==> src/rtl/matrix_pkg.sv <==
// rtl/matrix_pkg.sv - shared types and constants for the 3x3 window sequencer
package matrix_pkg;

    localparam int DATA_W_DFLT = 8;
    localparam int CNT_W_DFLT  = 12;

    typedef enum logic [2:0] {
        IDLE,
        DRAIN,
        ROW0,
        ROW1,
        STEADY
    } state_t;

    // Tap slots in win_data, row-major from top-left; bit offset = TAP_xx * DATA_W
    localparam int TAP_11 = 8;
    localparam int TAP_12 = 7;
    localparam int TAP_13 = 6;
    localparam int TAP_21 = 5;
    localparam int TAP_22 = 4;
    localparam int TAP_23 = 3;
    localparam int TAP_31 = 2;
    localparam int TAP_32 = 1;
    localparam int TAP_33 = 0;

endpackage

==> src/rtl/matrix_win3x3_shift.sv <==
// rtl/matrix_win3x3_shift.sv - three 3-deep window rows with optional left-border zeroing
// Optional: MATRIX_BORDER_ZERO_EN zeroes taps left of column 0 as each line starts.
module matrix_win3x3_shift
    import matrix_pkg::*;
#(
    parameter int DATA_W = DATA_W_DFLT
) (
    input  logic                  clk,
    input  logic                  rst,
    input  logic                  shift_en,
    input  logic                  col_first,
    input  logic                  col_second,
    input  logic [DATA_W-1:0]     bot_in,
    input  logic [DATA_W-1:0]     mid_in,
    input  logic [DATA_W-1:0]     top_in,
    output logic [9*DATA_W-1:0]   win_data
);

    logic [DATA_W-1:0] top_q [3];
    logic [DATA_W-1:0] mid_q [3];
    logic [DATA_W-1:0] bot_q [3];
    logic              keep0;
    logic              keep1;

`ifdef MATRIX_BORDER_ZERO_EN
    // Older columns belong to the previous line when the new pixel sits at col 0/1
    assign keep0 = ~(col_first | col_second);
    assign keep1 = ~col_first;
`else
    logic unused_cols;
    assign unused_cols = col_first | col_second;
    assign keep0 = 1'b1;
    assign keep1 = 1'b1;
`endif

    always_ff @(posedge clk or posedge rst) begin
        if (rst) begin
            for (int i = 0; i < 3; i++) begin
                top_q[i] <= '0;
                mid_q[i] <= '0;
                bot_q[i] <= '0;
            end
        end else if (shift_en) begin
            top_q[0] <= keep0 ? top_q[1] : '0;
            top_q[1] <= keep1 ? top_q[2] : '0;
            top_q[2] <= top_in;
            mid_q[0] <= keep0 ? mid_q[1] : '0;
            mid_q[1] <= keep1 ? mid_q[2] : '0;
            mid_q[2] <= mid_in;
            bot_q[0] <= keep0 ? bot_q[1] : '0;
            bot_q[1] <= keep1 ? bot_q[2] : '0;
            bot_q[2] <= bot_in;
        end
    end

    assign win_data[TAP_11*DATA_W +: DATA_W] = top_q[0];
    assign win_data[TAP_12*DATA_W +: DATA_W] = top_q[1];
    assign win_data[TAP_13*DATA_W +: DATA_W] = top_q[2];
    assign win_data[TAP_21*DATA_W +: DATA_W] = mid_q[0];
    assign win_data[TAP_22*DATA_W +: DATA_W] = mid_q[1];
    assign win_data[TAP_23*DATA_W +: DATA_W] = mid_q[2];
    assign win_data[TAP_31*DATA_W +: DATA_W] = bot_q[0];
    assign win_data[TAP_32*DATA_W +: DATA_W] = bot_q[1];
    assign win_data[TAP_33*DATA_W +: DATA_W] = bot_q[2];

endmodule

==> src/rtl/matrix_win3x3_ctrl.sv <==
// rtl/matrix_win3x3_ctrl.sv - line-buffer FIFO sequencer and 3x3 window builder
// Optional: MATRIX_BORDER_ZERO_EN emits a window for every pixel with out-of-image taps zeroed.
module matrix_win3x3_ctrl
    import matrix_pkg::*;
#(
    parameter int IMG_WIDTH  = 640,
    parameter int IMG_HEIGHT = 480,
    parameter int DATA_W     = DATA_W_DFLT,
    parameter int CNT_W      = CNT_W_DFLT
) (
    input  logic                  clk,
    input  logic                  rst,
    input  logic                  frame_start,
    input  logic                  pix_vld,
    input  logic [DATA_W-1:0]     pix_data,
    output logic                  pix_rdy,
    output logic                  f0_wr_en,
    output logic [DATA_W-1:0]     f0_wr_data,
    output logic                  f0_rd_en,
    input  logic [DATA_W-1:0]     f0_rd_data,
    input  logic                  f0_rd_vld,
    output logic                  f1_wr_en,
    output logic [DATA_W-1:0]     f1_wr_data,
    output logic                  f1_rd_en,
    input  logic [DATA_W-1:0]     f1_rd_data,
    input  logic                  f1_rd_vld,
    output logic                  win_vld,
    output logic [9*DATA_W-1:0]   win_data,
    output logic [CNT_W-1:0]      win_col,
    output logic [CNT_W-1:0]      win_row,
    output logic                  underflow
);

    state_t            state;
    state_t            state_nxt;
    logic [CNT_W-1:0]  col;
    logic [CNT_W-1:0]  row;
    logic              acc;
    logic              col_last;
    logic              row_last;
    logic              uf_hit;
    logic              win_hit;
    logic [DATA_W-1:0] mid_in;
    logic [DATA_W-1:0] top_in;

    // A frame_start beat never carries a pixel, even mid-frame
    assign pix_rdy  = ((state == ROW0) || (state == ROW1) || (state == STEADY)) && !frame_start;
    assign acc      = pix_vld && pix_rdy;
    assign col_last = (col == CNT_W'(IMG_WIDTH - 1));
    assign row_last = (row == CNT_W'(IMG_HEIGHT - 1));

    assign f0_wr_data = pix_data;
    assign f1_wr_data = f0_rd_data;

    always_ff @(posedge clk or posedge rst) begin
        if (rst) begin
            state <= IDLE;
        end else begin
            state <= state_nxt;
        end
    end

    always_comb begin
        state_nxt = state;
        f0_wr_en  = 1'b0;
        f0_rd_en  = 1'b0;
        f1_wr_en  = 1'b0;
        f1_rd_en  = 1'b0;
        uf_hit    = 1'b0;
        case (state)
            IDLE: begin
                if (frame_start) state_nxt = DRAIN;
            end
            DRAIN: begin
                f0_rd_en = f0_rd_vld;
                f1_rd_en = f1_rd_vld;
                if (!f0_rd_vld && !f1_rd_vld) state_nxt = ROW0;
            end
            ROW0: begin
                if (acc) begin
                    f0_wr_en = 1'b1;
                    if (col_last) state_nxt = ROW1;
                end
            end
            ROW1: begin
                if (acc) begin
                    f0_wr_en = 1'b1;
                    f0_rd_en = 1'b1;
                    f1_wr_en = 1'b1;
                    uf_hit   = !f0_rd_vld;
                    if (col_last) state_nxt = STEADY;
                end
            end
            STEADY: begin
                if (acc) begin
                    f0_wr_en = 1'b1;
                    f0_rd_en = 1'b1;
                    f1_wr_en = 1'b1;
                    f1_rd_en = 1'b1;
                    uf_hit   = !f0_rd_vld || !f1_rd_vld;
                    if (col_last && row_last) state_nxt = IDLE;
                end
            end
            default: state_nxt = IDLE;
        endcase
        if (frame_start) state_nxt = DRAIN;
    end

    always_ff @(posedge clk or posedge rst) begin
        if (rst) begin
            col <= '0;
            row <= '0;
        end else if (frame_start) begin
            col <= '0;
            row <= '0;
        end else if (acc) begin
            if (col_last) begin
                col <= '0;
                row <= (state == STEADY && row_last) ? '0 : row + 1'b1;
            end else begin
                col <= col + 1'b1;
            end
        end
    end

    // Lines not yet buffered, and missing heads, enter the window as zero
    assign mid_in = ((state == ROW1 || state == STEADY) && f0_rd_vld) ? f0_rd_data : '0;
    assign top_in = ((state == STEADY) && f1_rd_vld) ? f1_rd_data : '0;

`ifdef MATRIX_BORDER_ZERO_EN
    assign win_hit = acc;
`else
    assign win_hit = acc && (row >= CNT_W'(2)) && (col >= CNT_W'(2));
`endif

    always_ff @(posedge clk or posedge rst) begin
        if (rst) begin
            win_vld   <= 1'b0;
            win_col   <= '0;
            win_row   <= '0;
            underflow <= 1'b0;
        end else begin
            win_vld   <= win_hit;
            underflow <= underflow || uf_hit;
            if (acc) begin
                win_col <= col;
                win_row <= row;
            end
        end
    end

    matrix_win3x3_shift #(
        .DATA_W (DATA_W)
    ) u_shift (
        .clk        (clk),
        .rst        (rst),
        .shift_en   (acc),
        .col_first  (col == '0),
        .col_second (col == CNT_W'(1)),
        .bot_in     (pix_data),
        .mid_in     (mid_in),
        .top_in     (top_in),
        .win_data   (win_data)
    );

endmodule

==> config.mk <==
export PLATFORM = sky130hd
export DESIGN_NAME = matrix_win3x3_ctrl
export DESIGN_NICKNAME = d
export VERILOG_FILES = /design/src/rtl/matrix_pkg.sv /design/src/rtl/matrix_win3x3_shift.sv /design/src/rtl/matrix_win3x3_ctrl.sv
export SDC_FILE = /design/constraint.sdc
export NUM_CORES = 1
export LEC_CHECK = 0
export ABC_AREA = 1
export CAP_MARGIN = 10
export CORE_ASPECT_RATIO = 0.6
export CORE_MARGIN = 8
export CORE_UTILIZATION = 50
export CTS_CLUSTER_DIAMETER = 200
export DETAILED_ROUTE_END_ITERATION = 12
export PLACE_DENSITY = 0.82
export RECOVER_POWER = 100
export SLEW_MARGIN = 10
export SYNTH_ARGS = -nofsm -noshare
export SYNTH_HDL_FRONTEND = slang
export SYNTH_SLANG_ARGS = --single-unit
==> constraint.sdc <==
create_clock -name clk -period 10.6 [get_ports clk]
set_input_delay 1.06 -clock clk [delete_from_list [all_inputs] [get_ports clk]]
set_output_delay 1.06 -clock clk [all_outputs]
set_load 0.05 [all_outputs]
==> results of run 1 <==
[cell type report]
type / instances / area [sq um] / share of cell area
Multi-Input combinational cell: 406 / 1850 / 0.246
Sequential cell: 125 / 3130 / 0.416
Timing Repair Buffer: 151 / 1500 / 0.199
Clock buffer: 22 / 464 / 0.0618
Tap cell: 139 / 174 / 0.0231
Inverter: 64 / 241 / 0.0321
Clock inverter: 10 / 163 / 0.0216
[metal layers]
layer / wire length (microns) / track usage / share of wire
met5: 0 / 0 / 0
met4: 152 / 0.0532 / 0.010
met3: 1530 / 0.0823 / 0.10
met2: 6810 / 0.309 / 0.45
met1: 6670 / 0.278 / 0.44
[state kept, by name, summed over array words and instances, names as in the netlist]
signal            flops
u_shift.win_data     72
row                  12
col                  12
win_vld               1
underflow             1
state                 3
win_col              12
win_row              12
[synth_stat cells, types with 7 or more instances]
library cell  count
o21ai_0          75
o21ai_1          12
dfrtp_1         125
buf_4            22
nor2_1           33
a21oi_1          16
nand2_1         184
nand3_1          41
nor3_1            9
buf_2            10
inv_1            62
clkbuf_1          7
nand4_1           8
[stage by stage]
| step | instances | area (sq um) | utilization | setup WS [ns] | hold WS (ns) |
|---|---|---|---|---|---|
| 3_3_place_gp | 885 | 6930 | 0.651 | 5.24 | 0.462 |
| 4_1_cts | 917 | 7550 | 0.710 | 5.16 | 0.481 |
| 3_5_place_dp | 885 | 6930 | 0.651 | 5.17 | 0.469 |
| 6_report | 917 | 7510 | 0.707 | 3.19 | 0.475 |
| 2_1_floorplan | 636 | 5510 | - | 6.21 | 0.476 |
| 5_1_grt | 917 | 7510 | 0.707 | 2.60 | 0.494 |
[path summary, 6_finish.rpt]
kind | startpoint | to | slack [ns]
worst max register to register | state[2] | col[2] | 4.69
worst max-delay path | frame_start | f1_rd_en | 3.19
max in group asynchronous | rst | u_shift.win_data[6] | 4.40
worst min register to register | u_shift.win_data[46] | u_shift.win_data[46] | 0.47
min in group asynchronous | rst | win_col[9] | 1.66
worst min-delay path | u_shift.win_data[46] | u_shift.win_data[46] | 0.47
[power by group through the flow]
stage | Combinational, mW | Sequential, mW | Clock (mW)
after floorplan | 0.237 | 1.17 | 0
after global placement | 1.05 | 0.716 | 0
after detailed placement | 1.07 | 0.723 | 0
after CTS | 1.07 | 0.720 | 0.618
after global routing | 1.06 | 0.733 | 0.640
final | 1.01 | 0.714 | 0.608
[worst max-delay path, cell delays in order]
cell and delay, ns:
dlygate4sd3_1 0.66, inv_1 0.28, nand3_1 1.55, clkbuf_1 1.77, o21ai_0 0.16, dlygate4sd3_1 0.86
[cell families after synthesis]
logic type / count (synthesis) / synth area share
buffers and inverters: 105 / 0.0915
DFF: 125 / 0.568
and+or+nand+nor: 290 / 0.224
adders and majority gates: 4 / 0.00909
xor gates and xnor gates: 2 / 0.00318
AOI/OAI and AO/OA: 110 / 0.104
==> metrics.md, run 1 <==
| Metric | Value |
|---|---|
| Sequential area share after synthesis | 0.568 |
| Setup CP Type | input pin to primary output |
| Nets | 799 |
| Sw Ratio | 0.446 |
| Worst Setup End Kind | primary output |
| DRT Pass-1 Iters | 5 |
| Worst Path Arrival | 6.35 ns |
| Gate power share | 0.433 |
| # hold bufs at CTS | 0 |
| Async S/R FF share, synth | 1.00 |
| HP Class | register to register |
| GPL Wtd Cong | 0.921 |
| # Post-CTS Setup Buffers | 0 |
| Yosys reg bits | 125 |
| Post-synth EDFFs | 0 |
| Final WL | 15,200 microns |
| Clk pwr share | 0.261 |
| Full die area | 14,700 sq um |
| Row count | 29 |
| Final Hold Fails | 0 |
| Ys flop type | dfrtp_1 |
| Synthesis-to-layout area growth | 36.4% |
| Leading cell type in the layout, fill and taps excluded | nand2_1 |
| Die height | 97.3 microns |
| Clock buffer depth | 2 |
| CTS sink cnt | 125 |
| CP required | 9.54 ns |
| Layout cells sized above 1 | 0.0527 |
| Final count of pins violating max slew | 258 |
| Routed WL per cell | 16.5 microns |
| Initial DRC Count | 375 |
| Layout fillers | 822 |
| Total power | 2.33 mW |
| Syn Area/Cell | 8.66 sq um |
| Count of cell types in the netlist | 29 |
| N_diodes | 0 |
| Ports | 149 |
| Pin count of the biggest net entering global routing | 78 |
| Worst-margin pin slew | 4.01 ns |
| H-tree depth | 4 |
| Failing checks | capacitance limit, slew limit |
| Via/cell ratio | 5.26 |
| Peak supply drop | 0.000240 V |
| Share of power burned in registers | 0.306 |
| Final setup violation count | 0 |
| FMAX | 135 MHz |
| CTS tree | built |
| Peak fanout along the critical path | 65 |
| Post-DP HPWL | 10,900 microns |
| Setup TNS | 0 ns |
| Clock latency on the worst-skew pair | 0.41 ns |
| Hold path cells | 2 |
| Tcrit/Tclk final | 0.699 |
| Synth top area cells | dfrtp_1 57%, nand2_1 13%, o21ai_0 6.8%, inv_1 4.2%, nand3_1 3.7% |
| Reg2Reg Depth | 9 |
| Synth top area share | 0.568 |
| Cells after Synth | 636 |
| NetSw | 1.04 mW |
| TritonCTS buffer count | 17 |
| Post_cts resized | 0 |
| Global-route wire length before repair | 24,300 microns |
| Post-synthesis cell area | 5510 sq um |
| Antenna violations before repair | 0 |
| Status | finished with violations |
| Clock slew at reported path FFs | 0.05 ns |
| Core box area | 10,600 sq um |
| RSZ-0062 raised after global routing | no |
| DR DRC count | 0 |
| Pwr dens | 310 nW/um^2 |
| Die X | 152 microns |
| Routed Antenna Nets | 0 |
| Leading area contributor after synthesis | dfrtp_1 |
| Leak | 3.71 nW |
| CP startpoint kind | input pin |
| GRT Resource Usage Total | 0.208 |
| IO Port Bufs | 148 |
| Max Clock Skew | 0.00727 ns |
| Rel. slew slack | -1.67 |
| Commonest cells after routing, fill and taps aside | 185 x nand2_1, 125 x dfrtp_1, 121 x dlygate4sd3_1, 86 x o21ai_0, 61 x inv_1 |
| Root buf cell | clkbuf_16 |
| Int Pwr | 1.29 mW |
| Final worst path period need | 7.41 ns |
| Vias in the first global route | 4,673 |
| Syn Nets | 670 |
| MaxCap Viol Count | 4 |
| Residual overflow from global routing | 0 |
| Warnings, synthesis | 0 |
| Vias | 4,826 |
| Initial Util | 0.518 |
Note: power is estimated with default switching activity, not from simulation.
==> run 2: changes to the inputs <==
CORE_UTILIZATION = 44   (was 50)
PLACE_DENSITY = 0.77   (was 0.82)
clock period = 6.3 ns   (was 10.6 ns; I/O delays follow)
==> run 2 against run 1 <==
The flow still finishes with violations (capacitance limit, slew limit). Power rose by 68%. Wire length fell by 0.92%. Worst hold slack got worse by 0.0029 ns.
==> metrics.md, run 2 (synthesis gave the netlist of run 1 again) <==
| Metric | Value |
|---|---|
| Status | finished with violations (unchanged) |
| Failing checks | capacitance limit, slew limit (unchanged) |
| Post_cts resized | 0 (unchanged) |
| HP Class | register to register (unchanged) |
| Final worst path period need | 4.41 ns |
| Residual overflow from global routing | 0 (unchanged) |
| Clk pwr share | 0.258 (was 0.261) |
| Max reg flops | 72 (unchanged) |
| Final WL | 15,000 microns (was 15,200 microns) |
| DR DRC count | 0 (unchanged) |
| Clock buffer depth | 2 (unchanged) |
| H-tree depth | 4 (unchanged) |
| RSZ-0062 raised after global routing | no (unchanged) |
| Full die area | 16,500 sq um (was 14,700 sq um) |
| NetSw | 1.77 mW (was 1.04 mW) |
| Peak supply drop | 0.000289 V (was 0.000240 V) |
| # Post-CTS Setup Buffers | 0 (unchanged) |
| Total power | 3.91 mW (was 2.33 mW) |
| Int Pwr | 2.13 mW (was 1.29 mW) |
| FMAX | 227 MHz |
| CTS sink cnt | 125 (unchanged) |
| Root buf cell | clkbuf_16 (unchanged) |
| Final Hold Fails | 0 (unchanged) |
| Initial Util | 0.454 (was 0.518) |
| Leak | 3.70 nW (was 3.71 nW) |
| Rel. slew slack | -1.29 (was -1.67) |
| TritonCTS buffer count | 17 (unchanged) |
| Vias | 4,742 (was 4,826) |
| Initial DRC Count | 277 (was 375) |
| Via/cell ratio | 5.03 (was 5.26) |
| Worst Setup End Kind | primary output (unchanged) |
| MaxCap Viol Count | 2 (was 4) |
| Reg2Reg Depth | 9 (unchanged) |
| Layout cells sized above 1 | 0.0566 (was 0.0527) |
| Antenna violations before repair | 0 (unchanged) |
| Die height | 103 microns (was 97.3 microns) |
| Pin count of the biggest net entering global routing | 83 (was 78) |
| Vias in the first global route | 4,872 (was 4,673) |
| Final worst slack | 1.89 ns (was 3.19 ns) |
| Clock slew at reported path FFs | 0.06 ns (was 0.05 ns) |
| Ports | 149 (unchanged) |
| Worst-margin pin slew | 3.42 ns (was 4.01 ns) |
| # hold bufs at CTS | 0 (unchanged) |
| Tcrit/Tclk final | 0.700 |
| Worst Path Arrival | 3.78 ns (was 6.35 ns) |
| Routed Antenna Nets | 0 (unchanged) |
| Leading cell type in the layout, fill and taps excluded | nand2_1 (unchanged) |
| N_diodes | 0 (unchanged) |
| Pre-CTS setup slack | 1.96 ns (was 5.17 ns) |
| CP startpoint kind | input pin (unchanged) |
| CTS tree | built (unchanged) |
| Setup CP Type | input pin to primary output (unchanged) |
| Commonest cells after routing, fill and taps aside | 186 x nand2_1, 125 x dfrtp_1, 121 x dlygate4sd3_1, 87 x o21ai_0, 62 x inv_1 (was 185 x nand2_1, 125 x dfrtp_1, 121 x dlygate4sd3_1, 86 x o21ai_0, 61 x inv_1) |
| Clock latency on the worst-skew pair | 0.40 ns (was 0.41 ns) |
| CP required | 5.67 ns (was 9.54 ns) |
| Core box area | 12,100 sq um (was 10,600 sq um) |
| GRT Resource Usage Total | 0.186 (was 0.208) |
| Die X | 160 microns (was 152 microns) |
| Share of power burned in registers | 0.307 (was 0.306) |
| Gate power share | 0.436 (was 0.433) |
| Peak fanout along the critical path | 82 (was 65) |
| GPL Wtd Cong | 0.896 (was 0.921) |
| Hold path cells | 1 (was 2) |
| IO Port Bufs | 148 (unchanged) |
| Max Clock Skew | 0.00806 ns (was 0.00727 ns) |
| Synthesis-to-layout area growth | 37.0% (was 36.4%) |
| Post-DP HPWL | 10,700 microns (was 10,900 microns) |
| Nets | 799 (unchanged) |
| Row count | 31 (was 29) |
| Sw Ratio | 0.454 (was 0.446) |
| DRT Pass-1 Iters | 5 (unchanged) |
| Global-route wire length before repair | 24,600 microns (was 24,300 microns) |
| Routed WL per cell | 16.0 microns (was 16.5 microns) |
| Setup TNS | 0 ns (unchanged) |
| Final count of pins violating max slew | 127 (was 258) |
| Pwr dens | 518 nW/um^2 (was 310 nW/um^2) |
| Final setup violation count | 0 (unchanged) |
[run 2: worst max-delay path: stages]
cell and delay (ns):
dlygate4sd3_1 0.62, inv_1 0.40, nand3_4 0.70, nor2_1 0.33
inv_1 0.10, nand2_1 0.07, dlygate4sd3_1 0.87
[run 2: path summary, 6_finish.rpt]
kind	startpoint	to	slack, ns
min in group asynchronous	rst	win_col[7]	1.69
worst max register to register	state[0]	row[6]	2.85
worst min-delay path	underflow	underflow	0.47
max in group asynchronous	rst	col[5]	2.32
worst max-delay path	frame_start	f0_rd_en	1.89
worst min register to register	underflow	underflow	0.47
[run 2: per-stage QoR]
stage	hold WS [ns]	instance area, sq um	utilization	instances
final	0.472	7540	0.621	942
after global routing	0.499	7540	0.621	942
after CTS	0.479	7570	0.624	942
after detailed placement	0.464	6960	0.573	911
after global placement	0.460	6960	0.573	911
after floorplan	0.476	5510	-	636
[run 2: area by class of cell]
type	instances	area, sq um
Timing Repair Buffer	151	1500
Inverter	64	241
Fill cell	1044	4600
Clock buffer	19	453
Sequential cell	125	3130
Tap cell	165	206
Clock inverter	12	163
Multi-Input combinational cell	406	1860
[run 2: power by group through the flow]
| stage | combinational (mW) | sequential (mW) | clock, mW |
|---|---|---|---|
| after CTS | 1.81 | 1.21 | 1.02 |
| after global routing | 1.81 | 1.23 | 1.07 |
| final | 1.70 | 1.20 | 1.01 |
| after detailed placement | 1.80 | 1.21 | 0 |
| after global placement | 1.78 | 1.20 | 0 |
| after floorplan | 0.398 | 1.98 | 0 |
[run 2: per-layer routing]
metal  wire length [microns]  GRT usage
met5                       0          0
met4                     227     0.0636
met3                    1530     0.0833
met2                    6830      0.287
met1                    6440      0.231
==> run 3: changes to the inputs <==
CORE_UTILIZATION = 48   (was 44)
PLACE_DENSITY = 0.8   (was 0.77)
clock period = 4.33 ns   (was 6.3 ns; I/O delays follow)
==> run 3 against run 2 <==
The flow still finishes with violations (capacitance limit, slew limit). Via count grew 1.9%. Wire length grew 1.1%. Sequential power grew 45%. Setup slack lost 0.96 ns. Worst hold slack lost 0.0023 ns. Clock skew grew 0.0027 ns. Design area is essentially flat. Die area shrank 7.3%. Critical path depth shrank 2.
==> metrics.md, run 3 (synthesis gave the netlist of run 1 again) <==
| Metric | Value |
|---|---|
| DR DRC count | 0 (unchanged) |
| H-tree depth | 4 (unchanged) |
| CP delay by family, top | buffers and inverters (unchanged) |
| HP Class | register to register (unchanged) |
| Failing checks | capacitance limit, slew limit (unchanged) |
| # hold bufs at CTS | 0 (unchanged) |
| Peak fanout along the critical path | 26 (was 82) |
| Ports | 149 (unchanged) |
| Pin count of the biggest net entering global routing | 66 (was 83) |
| Nets | 803 (was 799) |
| Final worst path period need | 3.40 ns |
| Peak supply drop | 0.000511 V (was 0.000289 V) |
| CTS sink cnt | 125 (unchanged) |
| DRT Pass-1 Iters | 5 (unchanged) |
| Row count | 30 (was 31) |
| FMAX | 294 MHz |
| IO Port Bufs | 148 (unchanged) |
| Clock buffer depth | 2 (unchanged) |
| # placed instances | 894 (was 911) |
| Initial Util | 0.489 (was 0.454) |
| RSZ-0062 raised after global routing | no (unchanged) |
| Routed Antenna Nets | 0 (unchanged) |
| Root buf cell | clkbuf_16 (unchanged) |
| TritonCTS buffer count | 17 (unchanged) |
| Status | finished with violations (unchanged) |
| Antenna violations before repair | 0 (unchanged) |
| Final setup violation count | 0 (unchanged) |
| Leak | 3.72 nW (was 3.70 nW) |
| Tcrit/Tclk final | 0.785 |
| Worst Path Arrival | 2.97 ns (was 3.78 ns) |
| Reg2reg end | col[10] (was row[6]) |
| Synthesis-to-layout area growth | 37.1% (was 37.0%) |
| Worst R2R Start | state[2] (was state[0]) |
| CP Launch Point | frame_start (unchanged) |
| Vias | 4,831 (was 4,742) |
| Core box area | 11,300 sq um (was 12,100 sq um) |
| Clock slew at reported path FFs | 0.06 ns (about the same) |
| Final WL | 15,200 microns (was 15,000 microns) |
| Critical-path cell list | dlygate4sd3_1 -> inv_1 -> nand3_4 -> inv_1 -> clkbuf_1 (was dlygate4sd3_1 -> inv_1 -> nand3_4 -> nor2_1 -> inv_1 -> nand2_1 -> dlygate4sd3_1) |
| Critical-path top delay cell | inv_1 (was dlygate4sd3_1) |
| R2r setup slk | 1.52 ns (was 2.85 ns) |
| Most used cell, CP | inv_1 |
| Final Hold Fails | 0 (unchanged) |
| Worst-margin pin slew | 2.76 ns (was 3.42 ns) |
| Cell Count, Final, Fillers Out | 926 (was 942) |
| Max reg flops | 72 (unchanged) |
| CP Depth | 5 (was 7) |
| Residual overflow from global routing | 0 (unchanged) |
| Slowest stage delay, CP | 0.68 ns (was 0.87 ns) |
| Total power | 5.76 mW (was 3.91 mW) |
| Final core occ | 0.671 (was 0.621) |
| CP required | 3.90 ns (was 5.67 ns) |
| MaxCap Viol Count | 2 (unchanged) |
| Via/cell ratio | 5.22 (was 5.03) |
| Vias in the first global route | 4,999 (was 4,872) |
| N_diodes | 0 (unchanged) |
| Rel. slew slack | -0.852 (was -1.29) |
| CP startpoint kind | input pin (unchanged) |
| Setup CP Type | input pin to primary output (unchanged) |
| CP endpoint | f0_wr_en (was f0_rd_en) |
| Post-DP HPWL | 11,000 microns (was 10,700 microns) |
| Layout cells sized above 1 | 0.0601 (was 0.0566) |
| Commonest cells after routing, fill and taps aside | 185 x nand2_1, 125 x dfrtp_1, 117 x dlygate4sd3_1, 87 x o21ai_0, 62 x inv_1 (was 186 x nand2_1, 125 x dfrtp_1, 121 x dlygate4sd3_1, 87 x o21ai_0, 62 x inv_1) |
| Max Clock Skew | 0.0107 ns (was 0.00806 ns) |
| Die X | 154 microns (was 160 microns) |
| Final count of pins violating max slew | 110 (was 127) |
| Routed WL per cell | 16.4 microns (was 16.0 microns) |
| Worst Setup End Kind | primary output (unchanged) |
| Leading cell type in the layout, fill and taps excluded | nand2_1 (unchanged) |
| Initial DRC Count | 345 (was 277) |
| Reg2Reg Depth | 9 (unchanged) |
| Full die area | 15,300 sq um (was 16,500 sq um) |
| Global-route wire length before repair | 25,400 microns (was 24,600 microns) |
| Pwr dens | 762 nW/um^2 (was 518 nW/um^2) |
| Clock latency on the worst-skew pair | 0.41 ns (was 0.40 ns) |
| CTS tree | built (unchanged) |
| # Post-CTS Setup Buffers | 0 (unchanged) |
| Buf+Inv Stages, Crit Path | 4 (unchanged) |
| Post_cts resized | 0 (unchanged) |
| Dpl cell area | 6960 sq um (about the same) |
| GPL Wtd Cong | 0.938 (was 0.896) |
| Die height | 99.0 microns (was 103 microns) |
| GRT Resource Usage Total | 0.207 (was 0.186) |
| Setup TNS | 0 ns (unchanged) |
| Final std cell area, no fill | 7550 sq um (was 7540 sq um) |
run 3: cell types whose count changed in the layout (fill, tap and decap cells not counted):
| cell | delta |
|---|---|
| dlygate4sd3_1 | -4 |
| clkbuf_8 | +1 |
| clkinv_2 | +1 |
| clkbuf_1 | +7 |
| clkbuf_2 | +1 |
| clkinvlp_4 | -2 |
| inv_6 | +1 |
| clkinv_4 | -1 |
| nand2_4 | +1 |
| nand2_1 | -1 |
| bufinv_16 | +1 |
run 3: layout make-up:
cell class | count | area (sq um)
Clock buffer | 20 | 467
Clock inverter | 12 | 183
Fill cell | 907 | 3710
Inverter | 64 | 241
Multi-Input combinational cell | 406 | 1860
Sequential cell | 125 | 3130
Tap cell | 144 | 180
Timing Repair Buffer | 155 | 1490
run 3: worst min-delay path by stage:
stage	from	endpoint	slack, ns	cells after the start
2_1_floorplan	col[3]	col[3]	0.48	1
3_3_place_gp	u_shift.win_data[69]	u_shift.win_data[69]	0.46	2
3_5_place_dp	u_shift.win_data[67]	u_shift.win_data[67]	0.46	2
4_1_cts	u_shift.win_data[67]	u_shift.win_data[67]	0.48	2
5_1_grt	u_shift.win_data[70]	u_shift.win_data[70]	0.49	2
6_report	u_shift.win_data[67]	u_shift.win_data[67]	0.47	2
run 3: worst reg2reg max path, delay by kind of cell, from the launching register on:
kind / cells / cell delay, ns
buffers and inverters: 2 / 0.62
flip-flops: 1 / 0.41
AO/OA/AOI/OAI: 2 / 0.30
AND/OR/NAND/NOR: 5 / 1.39
run 3: power breakdown:
| part | internal [mW] | switching, mW |
|---|---|---|
| Clock | 1.02 | 0.530 |
| Combinational | 0.644 | 1.82 |
| Sequential | 1.52 | 0.230 |
run 3: per-layer routing:
| layer | part of all wire | wire length [microns] | up-vias | global-route usage |
|---|---|---|---|---|
| met5 | 0 | 0 | - | 0 |
| met4 | 0.0078 | 118 | 0 | 0.0607 |
| met3 | 0.095 | 1440 | 12 | 0.0848 |
| met2 | 0.47 | 7080 | 191 | 0.326 |
| met1 | 0.43 | 6560 | 2325 | 0.257 |
| li1 | - | - | 2303 | - |
run 3: through the flow:
stage / worst slack, ns / hold slack [ns]
2_1_floorplan: 0.569 / 0.476
3_3_place_gp: 1.32 / 0.460
4_1_cts: 1.30 / 0.481
3_5_place_dp: 1.23 / 0.464
5_1_grt: 0.708 / 0.493
6_report: 0.932 / 0.470
